===== src/rtl/fifo_uart_pkg.sv =====
// Shared types and constants for the FIFO-to-UART drain block.
package fifo_uart_pkg;

   typedef enum logic [2:0] {
      IDLE,
      REQ,
      CHECK,
      START,
      DATA,
      PARITY,
      STOP,
      BACKOFF
   } state_t;

   localparam int   DATA_BITS       = 8;
   localparam int   FRAME_BITS_BASE = 10;
   localparam logic TX_IDLE         = 1'b1;

endpackage


===== src/rtl/fifo_uart_drain_baud_tick_gen.sv =====
// Bit-period timer: down-counter with synchronous clear, ticks on the last
// cycle of each BAUD_DIV-cycle period.
module baud_tick_gen #(
   parameter int BAUD_DIV = 4
) (
   input  logic clk,
   input  logic rst_n,
   input  logic clr,
   output logic tick
);

   localparam int           W    = $clog2(BAUD_DIV) + 1;
   localparam logic [W-1:0] LOAD = W'(BAUD_DIV - 1);

   logic [W-1:0] cnt;

   always_ff @(posedge clk) begin
      if (!rst_n)
         cnt <= '0;
      else if (clr || cnt == '0)
         cnt <= LOAD;
      else
         cnt <= cnt - W'(1);
   end

   assign tick = (cnt == '0);

endmodule


===== src/rtl/fifo_uart_drain.sv =====
// Drains the 8-deep byte FIFO onto a UART-style serial line, probing by read.
// Optional even-parity bit: define FIFO_UART_PARITY_EN.
module fifo_uart_drain
   import fifo_uart_pkg::*;
#(
   parameter int BAUD_DIV  = 4,
   parameter int RETRY_GAP = 8
) (
   input  logic       clk,
   input  logic       rst_n,
   input  logic       en,
   output logic       fifo_ren,
   input  logic [7:0] fifo_dout,
   input  logic       fifo_error,
   output logic       tx,
   output logic       busy,
   output logic [7:0] byte_cnt
);

   localparam int GW = $clog2(RETRY_GAP) + 1;

   state_t        state, state_n;
   logic [7:0]    shreg, shreg_n;
   logic [2:0]    bitcnt, bitcnt_n;
   logic [GW-1:0] gap, gap_n;
   logic          cnt_inc;
   logic          tx_n;
   logic          tick;
   logic          baud_clr;
`ifdef FIFO_UART_PARITY_EN
   logic          par, par_n;
`endif

   // Restarting the bit timer on every state change aligns each bit period
   // with the first cycle of its state.
   assign baud_clr = (state_n != state);

   baud_tick_gen #(.BAUD_DIV(BAUD_DIV)) u_baud (
      .clk   (clk),
      .rst_n (rst_n),
      .clr   (baud_clr),
      .tick  (tick)
   );

   always_comb begin
      state_n  = state;
      shreg_n  = shreg;
      bitcnt_n = bitcnt;
      gap_n    = gap;
      cnt_inc  = 1'b0;
`ifdef FIFO_UART_PARITY_EN
      par_n    = par;
`endif
      case (state)
         IDLE:    if (en) state_n = REQ;
         REQ:     state_n = CHECK;
         CHECK: begin
            if (fifo_error) begin
               gap_n   = '0;
               state_n = BACKOFF;
            end else begin
               shreg_n = fifo_dout;
`ifdef FIFO_UART_PARITY_EN
               par_n   = ^fifo_dout;
`endif
               state_n = START;
            end
         end
         START: begin
            if (tick) begin
               bitcnt_n = '0;
               state_n  = DATA;
            end
         end
         DATA: begin
            if (tick) begin
               shreg_n = shreg >> 1;
               if (bitcnt == 3'(DATA_BITS - 1))
`ifdef FIFO_UART_PARITY_EN
                  state_n = PARITY;
`else
                  state_n = STOP;
`endif
               else
                  bitcnt_n = bitcnt + 3'd1;
            end
         end
`ifdef FIFO_UART_PARITY_EN
         PARITY:  if (tick) state_n = STOP;
`endif
         STOP: begin
            if (tick) begin
               cnt_inc = 1'b1;
               state_n = en ? REQ : IDLE;
            end
         end
         BACKOFF: begin
            if (gap == GW'(RETRY_GAP - 1))
               state_n = IDLE;
            else
               gap_n = gap + GW'(1);
         end
         default: state_n = IDLE;
      endcase
   end

   // tx is registered from the next-state view so the line changes together
   // with the state it belongs to.
   always_comb begin
      tx_n = TX_IDLE;
      case (state_n)
         START:  tx_n = 1'b0;
         DATA:   tx_n = shreg_n[0];
`ifdef FIFO_UART_PARITY_EN
         PARITY: tx_n = par_n;
`endif
         default: tx_n = TX_IDLE;
      endcase
   end

   always_ff @(posedge clk) begin
      if (!rst_n) begin
         state    <= IDLE;
         shreg    <= '0;
         bitcnt   <= '0;
         gap      <= '0;
         byte_cnt <= '0;
         tx       <= TX_IDLE;
         fifo_ren <= 1'b0;
`ifdef FIFO_UART_PARITY_EN
         par      <= 1'b0;
`endif
      end else begin
         state    <= state_n;
         shreg    <= shreg_n;
         bitcnt   <= bitcnt_n;
         gap      <= gap_n;
         byte_cnt <= byte_cnt + 8'(cnt_inc);
         tx       <= tx_n;
         fifo_ren <= (state_n == REQ);
`ifdef FIFO_UART_PARITY_EN
         par      <= par_n;
`endif
      end
   end

   assign busy = (state != IDLE);

endmodule


===== config.mk =====
export PLATFORM = sky130hd
export DESIGN_NAME = fifo_uart_drain
export DESIGN_NICKNAME = d
export VERILOG_FILES = /design/src/rtl/fifo_uart_pkg.sv /design/src/rtl/fifo_uart_drain_baud_tick_gen.sv /design/src/rtl/fifo_uart_drain.sv
export SDC_FILE = /design/constraint.sdc
export NUM_CORES = 1
export LEC_CHECK = 0
export ABC_AREA = 1
export BUFFER_PORTS_ARGS = -buffer_cell sky130_fd_sc_hd__buf_4
export CAP_MARGIN = 30
export CORE_MARGIN = 5
export CORE_UTILIZATION = 36
export DETAILED_ROUTE_END_ITERATION = 10
export MAX_ROUTING_LAYER = met4
export PLACE_DENSITY = 0.52
export SETUP_SLACK_MARGIN = 0.2
export SYNTH_ARGS = -nofsm -noshare
export SYNTH_HDL_FRONTEND = slang
export SYNTH_SLANG_ARGS = --single-unit

===== constraint.sdc =====
create_clock -name clk -period 2.19 [get_ports clk]
set_input_delay 0.219 -clock clk [delete_from_list [all_inputs] [get_ports clk]]
set_output_delay 0.219 -clock clk [all_outputs]
set_load 0.03 [all_outputs]

==> summary.txt, run 1 <==
Clocking
  – Root cell of the clock tree: clkbuf_8
  – Number of buffers between clock root and the deepest sink: 2
  – Register clock-pin slew on the reported worst setup and hold paths: around 0.06 ns
  – Source-to-sink clock delay at the later pin of the worst-skew pair: between 0.2 and 0.3 ns
  – CTS HTree Levels: 2
  – Number of clock sinks seen by CTS: 31
  – Number of buffers inserted for hold repair after clock tree synthesis: 0
  – Clock buffer count from CTS: 5
  – TritonCTS clock tree: done

Worst setup path
  – Number of cells on the worst reg-to-reg path: 10
  – Worst-path maximum fanout: 5
  – Kind of start point of the critical path: register
  – Critical Path RT: approximately 2.4 ns
  – Critical Path, Cell by Cell: inv_1 -> ha_2 -> nand2_2 -> nor2_2 -> ha_2 -> nand3_2 -> nor2_2 -> nand3_2 -> or3_1 -> a21oi_1
  – End of the worst register-to-register path: byte_cnt[7]
  – Largest stage delay, worst path: 0.31 ns
  – Slowest-stage cell, CP: or3_1
  – Slack of the worst reg-to-reg path: approximately 0.38 ns
  – Count of buffer and inverter cells on the critical path: 1
  – Critical Setup Path Class: register to register
  – Crit path arrival time: 2.02 ns
  – Startpoint of the most critical register-to-register path: u_baud.cnt[0]
  – Type of destination of the critical path: register
  – Family with the most delay on the worst path: simple AND/OR/NAND/NOR gates

STA
  – Aggregate negative setup slack: 0 ns
  – Final Setup Violations: 0
  – Relative slew margins: between 60 and 70%
  – RSZ-0062 raised after global routing: no
  – Largest clock skew in the final design: roughly 0.0037 ns
  – Share of the clock period used by the worst path after layout: 82.53%
  – Worst-margin pin slew: ~0.47 ns
  – Final setup slack of the worst path: 0.3827 ns
  – Final hold vios: 0
  – Final slew viol count: 0
  – Top achievable clock speed: 553.3 MHz
  – Post-layout min period: approximately 1.8 ns

Global route
  – Vias in the first global route: roughly 1300
  – Total track usage: about 13%
  – First-pass GRT wire length: 5250 um
  – Pin count of the biggest net entering global routing: 17
  – Initial antenna violation count: 0
  – Sum of overflow across all layers after global routing: 0

Detailed routing
  – Number of vias per cell after detailed routing: about 4.8
  – Via Count: approximately 1300
  – Number of design rule violations left after detail routing: 0
  – Met2 layer wire length in the routed design: 1454 um
  – Routed length on met3: roughly 130 um
  – Met1 wire length: approximately 1400 um
  – Initial drt markers: 48
  – Total wire length after detailed routing: 3049 um
  – Remaining antenna violation count: 0
  – Top layer in use: met4
  – Number of iterations in the first detailed-routing pass: 4
  – Average wire per cell in the routed design: between 10 and 15 um

Yosys
  – Yosys synthesis warning count: 0
  – Post-synthesis sequential element count: 31
  – Instance count of the mapped netlist: between 150 and 200
  – Cell accounting for the most synthesized area: dfxtp_1
  – Summed instance area of the synthesized netlist: about 1500 um2
  – Area contributors post-synth: dfxtp_1 (43%), nand2_1 (9.8%), inv_1 (7.5%)
  – Synthesized Nets: about 220
  – Share of synthesized area occupied by flip-flops and latches: between 40% and 50%
  – Area share of the leading cell type in the synthesized netlist: a little over two fifths
  – Average instance area after synthesis: ~7.3 um2
  – Netlist cell types: 26

Final layout
  – Multi-input combinational cell area: 738.2 um2
  – Layout cells sized above 1: between 20% and 30%
  – Final antenna diode count: 0
  – Area growth from synthesis to layout: 23.09%
  – Total Nets Final: between 200 and 250
  – Layout filler cell count: about 400
  – Area of all sequential standard cells: a little over 600 um2

Job
  – Max cap viols: 0

Status
  – Run status: complete, no violations

Floorplan
  – Number of rows created at floorplan: 23
  – I/O pin count: 23
  – Die width: roughly 74 um
  – Die extent in y: 73.63 um
  – Starting Density: 36.70%
  – Area inside the core boundary: slightly below 4000 um2
  – Area enclosed by the die boundary: 5421 um2

Hold path
  – Worst hold path endpoint: shreg[7]
  – Class of the worst hold path: input port to register
  – Count of cells along the worst hold path: 3
  – Critical hold path startpoint: fifo_dout[7]

Place
  – Hpwl dp: around 2300 um
  – Port bufs: 22
  – Final estimated routing congestion in global placement: approximately 0.88
  – Pre-CTS setup slack: roughly 0.30 ns

Power
  – Largest voltage drop on the vdd net: around 480 uV
  – Total power after layout: 1.650 mW
  – Leakage: roughly 0.82 nW
  – Power density over the cells: 919.9 nW/um2
-- layout make-up --
| cell class | instances | share of cell area, % |
|---|---|---|
| flip-flops and latches | 31 | 34.59 |
| multi-input cells | 136 | 41.14 |
| clock buffers | 6 | 4.603 |
| inverters | 30 | 6.276 |
| clock inverters | 1 | 0.2789 |
| well taps | 50 | 3.487 |
| repair buffers | 23 | 9.623 |
-- cells in the mapped netlist --
cell and instances:
o21ai_0 11, or2_2 1, a31oi_1 1, nand2_2 4, a22oi_1 7, o211a_1 1, ha_1 7, xor2_1 2
buf_2 1, o21ai_1 1, a21oi_1 14, nor2_2 5, nand3_1 11, nor4_1 1, nand4_1 4, inv_2 1
nor2_1 23, or3_1 1, or2_0 1, nand2_1 38, xnor2_1 1, a211oi_1 1, inv_1 29, clkbuf_1 1
dfxtp_1 31, nor3_1 1
-- power by group --
part / leakage [nW] / internal [mW] / switching (mW)
Clock: 0.0470 / 0.246 / 0.200
Sequential: 0.252 / 0.637 / 0.0520
Combinational: 0.523 / 0.186 / 0.329
Total: 0.822 / 1.07 / 0.581
-- metal layers --
layer / global-route usage (%) / vias up
li1: - / 701
met1: 14.21 / 594
met2: 21.36 / 17
met3: 4.925 / 5
met4: 4.829 / 0
met5: - / -
-- cell families (layout without fill, tap and decap cells) --
family | count (synthesis) | in the layout | share of synthesized area, %
DFF | 31 | 31 | 42.58
and+or+nand+nor | 90 | 90 | 27.12
adders and majority gates | 7 | 7 | 6.008
AOI/OAI and AO/OA | 36 | 36 | 14.16
buffers and inverters | 32 | 60 | 8.325
xor gates and xnor gates | 3 | 3 | 1.803
-- worst max-delay path by stage --
stage | start | end | slack, ns | depth (start not counted)
6_report | u_baud.cnt[0] | byte_cnt[7] | 0.38 | 10
5_1_grt | u_baud.cnt[0] | byte_cnt[6] | 0.23 | 11
4_1_cts | u_baud.cnt[0] | byte_cnt[7] | 0.29 | 10
3_5_place_dp | u_baud.cnt[0] | byte_cnt[7] | 0.30 | 10
3_3_place_gp | u_baud.cnt[0] | byte_cnt[7] | 0.37 | 10
2_1_floorplan | u_baud.cnt[0] | byte_cnt[7] | 0.48 | 10
-- worst min-delay path, stage by stage --
cell	delay [ns]
buf_4	0.11
nand2_1	0.05
a21oi_1	0.05
-- stage by stage --
stage          cell area, um2  hold WS, ns  utilization (%)  std cells
2_1_floorplan            1458       0.3574                -        199
3_3_place_gp             1684       0.4497            42.41        270
3_5_place_dp             1684       0.4596            42.41        270
4_1_cts                  1772       0.1928            44.61        277
5_1_grt                  1794       0.1936            45.18        277
6_report                 1794       0.1960            45.18        277
-- flip-flops by register name, indices dropped and copies added, names as in the netlist --
name	count
byte_cnt	8
fifo_ren	1
shreg	8
u_baud.cnt	3
gap	4
tx	1
state	3
bitcnt	3
-- what timing repair did --
item | 4_1_cts | 5_1_grt
hold endpoints to repair | 0 | 0
gates resized for setup | 0 | 7
setup endpoints to repair | 0 | 2
setup buffers | 0 | 0
-- placed cells by master (no fill, tap or decap), types with 2 or more instances in the layout --
cell and instances:
nand4_1 4, ha_1 5, a21oi_1 14, nand3_1 9
a22oi_1 7, xor2_1 2, nor2_1 21, nand3_2 2
inv_1 29, nor2_2 7, ha_2 2, nand2_2 5
clkbuf_8 6, buf_4 23, nand2_1 37, dfxtp_1 31
o21ai_0 11
No activity file was read; power rests on OpenSTA's default activity.
==> run 2, diff against run 1 <==
==> constraint.sdc (replaced) <==
create_clock -name clk -period 1.85 [get_ports clk]
set_input_delay 0.185 -clock clk [delete_from_list [all_inputs] [get_ports clk]]
set_output_delay 0.185 -clock clk [all_outputs]
set_load 0.03 [all_outputs]
==> summary.txt, run 2 (same netlist as run 1, synthesis figures left out) <==
Global route
  – Sum of overflow across all layers after global routing: 0
  – Total track usage: 13.48%
  – First-pass GRT wire length: about 5600 um
  – Pin count of the biggest net entering global routing: 17
  – Initial antenna violation count: 0
  – Vias in the first global route: 1299

Final layout
  – Area growth from synthesis to layout: 37.08%
  – Layout filler cell count: about 380
  – Area of all sequential standard cells: 626.9 um2
  – Final antenna diode count: 0
  – Layout cells sized above 1: between 30% and 40%
  – Post-route cell area: ~2000 um2
  – Commonest cells after routing, fill and taps aside: nand2_1 (33), buf_4 (33), dfxtp_1 (26), inv_1 (25), nor2_1 (19)
  – Total Nets Final: around 260
  – Multi-input combinational cell area: approximately 830 um2
  – Largest regs: byte_cnt x8, shreg x8, gap x4

Clocking
  – Number of clock sinks seen by CTS: 31
  – Source-to-sink clock delay at the later pin of the worst-skew pair: 0.28 ns
  – Number of buffers inserted for hold repair after clock tree synthesis: 0
  – Clock buffer count from CTS: 5
  – Number of buffers between clock root and the deepest sink: 2
  – TritonCTS clock tree: done
  – CTS HTree Levels: 2
  – Root cell of the clock tree: clkbuf_8
  – Register clock-pin slew on the reported worst setup and hold paths: about 0.07 ns

Worst setup path
  – Critical Path, Cell by Cell: inv_2 -> ha_4 -> nand2_4 -> nor2_2 -> ha_2 -> buf_4 -> ha_4 -> nand2_2 -> nor2_4 -> inv_2 -> nor4_2 -> nor3_1
  – Kind of start point of the critical path: register
  – Worst-path maximum fanout: 3
  – Type of destination of the critical path: register
  – Critical Setup Path Class: register to register
  – Crit path arrival time: 1.87 ns
  – Critical Path RT: about 2.0 ns
  – Largest stage delay, worst path: between 0.3 and 0.4 ns
  – Slowest-stage cell, CP: dfxtp_2

STA
  – Largest clock skew in the final design: approximately 0.0047 ns
  – Final hold vios: 0
  – Final Setup Violations: 0
  – RSZ-0062 raised after global routing: yes
  – Final slew viol count: 0
  – Post-layout min period: between 1.5 and 2 ns
  – Worst-margin pin slew: 0.4728 ns
  – Top achievable clock speed: roughly 580 MHz
  – Share of the clock period used by the worst path after layout: a little over 90%
  – Relative slew margins: approximately 68%
  – Final worst hold slack: 0.1755 ns
  – Aggregate negative setup slack: 0 ns

Floorplan
  – Die extent in y: about 74 um
  – Area enclosed by the die boundary: between 5000 and 6000 um2
  – I/O pin count: 23
  – Area inside the core boundary: between 3000 and 4000 um2
  – Starting Density: a little under two fifths
  – Die width: between 70 and 80 um
  – Number of rows created at floorplan: 23

Detailed routing
  – Number of design rule violations left after detail routing: 0
  – Total wire length after detailed routing: about 3400 um
  – Number of iterations in the first detailed-routing pass: 4
  – Number of vias per cell after detailed routing: slightly below 5
  – Via Count: ~1400
  – Initial drt markers: 54
  – Average wire per cell in the routed design: ~12 um
  – Remaining antenna violation count: 0

Place
  – Hpwl dp: 2336 um
  – Final estimated routing congestion in global placement: ~0.86
  – Port bufs: 22
  – Instance area at placement: 1722 um2

Hold path
  – Class of the worst hold path: input port to register

Power
  – Power density over the cells: ~1100 nW/um2
  – Leakage: about 0.89 nW
  – Largest voltage drop on the vdd net: 530.7 uV

Status
  – Run status: complete, no violations

Job
  – Max cap viols: 0
run 2: cell types whose count changed in the layout (fill, tap and decap cells not counted), moves of 4 or more:
cell     before  now
inv_1        29   25
buf_4        23   33
dfxtp_1      31   26
inv_2         1    5
dfxtp_2       0    5
nand2_1      37   33
nor2_4        0    4
run 2: layer usage:
| layer | track usage [%] | wire, um | up-vias |
|---|---|---|---|
| met5 | - | 0 | - |
| met4 | 4.829 | 61 | 0 |
| met3 | 4.514 | 175 | 8 |
| met2 | 20.77 | 1606 | 32 |
| met1 | 16.36 | 1510 | 639 |
| li1 | - | - | 730 |
run 2: where the power goes:
group / total (mW) / internal (mW) / switching [mW]
clock network: 0.682 / 0.435 / 0.247
registers: 0.823 / 0.761 / 0.0623
logic: 0.759 / 0.302 / 0.457
run 2: timing repair:
action | 4_1_cts | 5_1_grt
buffers inserted | 4 | 3
pin swaps | 8 | 6
resized for setup | 14 | 19
setup endpoints to repair | 6 | 10
run 2: worst max-delay path: cells and delay by family (launching register included):
family,cells,cell delay [ns]
fa+ha+maj,3,0.47
buf+inv,3,0.25
simple gates,6,0.55
flops,1,0.32
run 2: final timing paths:
check / slack (ns) / from / cells past startpoint / end
max: 0.13 / u_baud.cnt[0] / 12 / byte_cnt[6]
min: 0.18 / fifo_dout[7] / 3 / shreg[7]
max reg2reg: 0.13 / u_baud.cnt[0] / 12 / byte_cnt[6]
min reg2reg: 0.46 / shreg[1] / 2 / shreg[1]
run 2: cell type report:
class,instances,share of cell area [%]
clock buffer,6,4.133
clock inverter,2,1.753
inverter,30,5.636
multi-input combinational,136,41.58
sequential,31,31.37
tap,50,3.131
timing repair buffer,33,12.40
run 2: per-stage QoR:
step	instances	setup WS, ns	utilization, %	power [mW]
floorplan	199	0.1654	-	1.281
finish	288	0.1313	50.32	2.264
global placement	273	0.1335	43.35	1.466
CTS	285	0.1269	48.27	2.216
detailed placement	273	0.09120	43.35	1.481
global route	288	0.04608	50.32	2.434
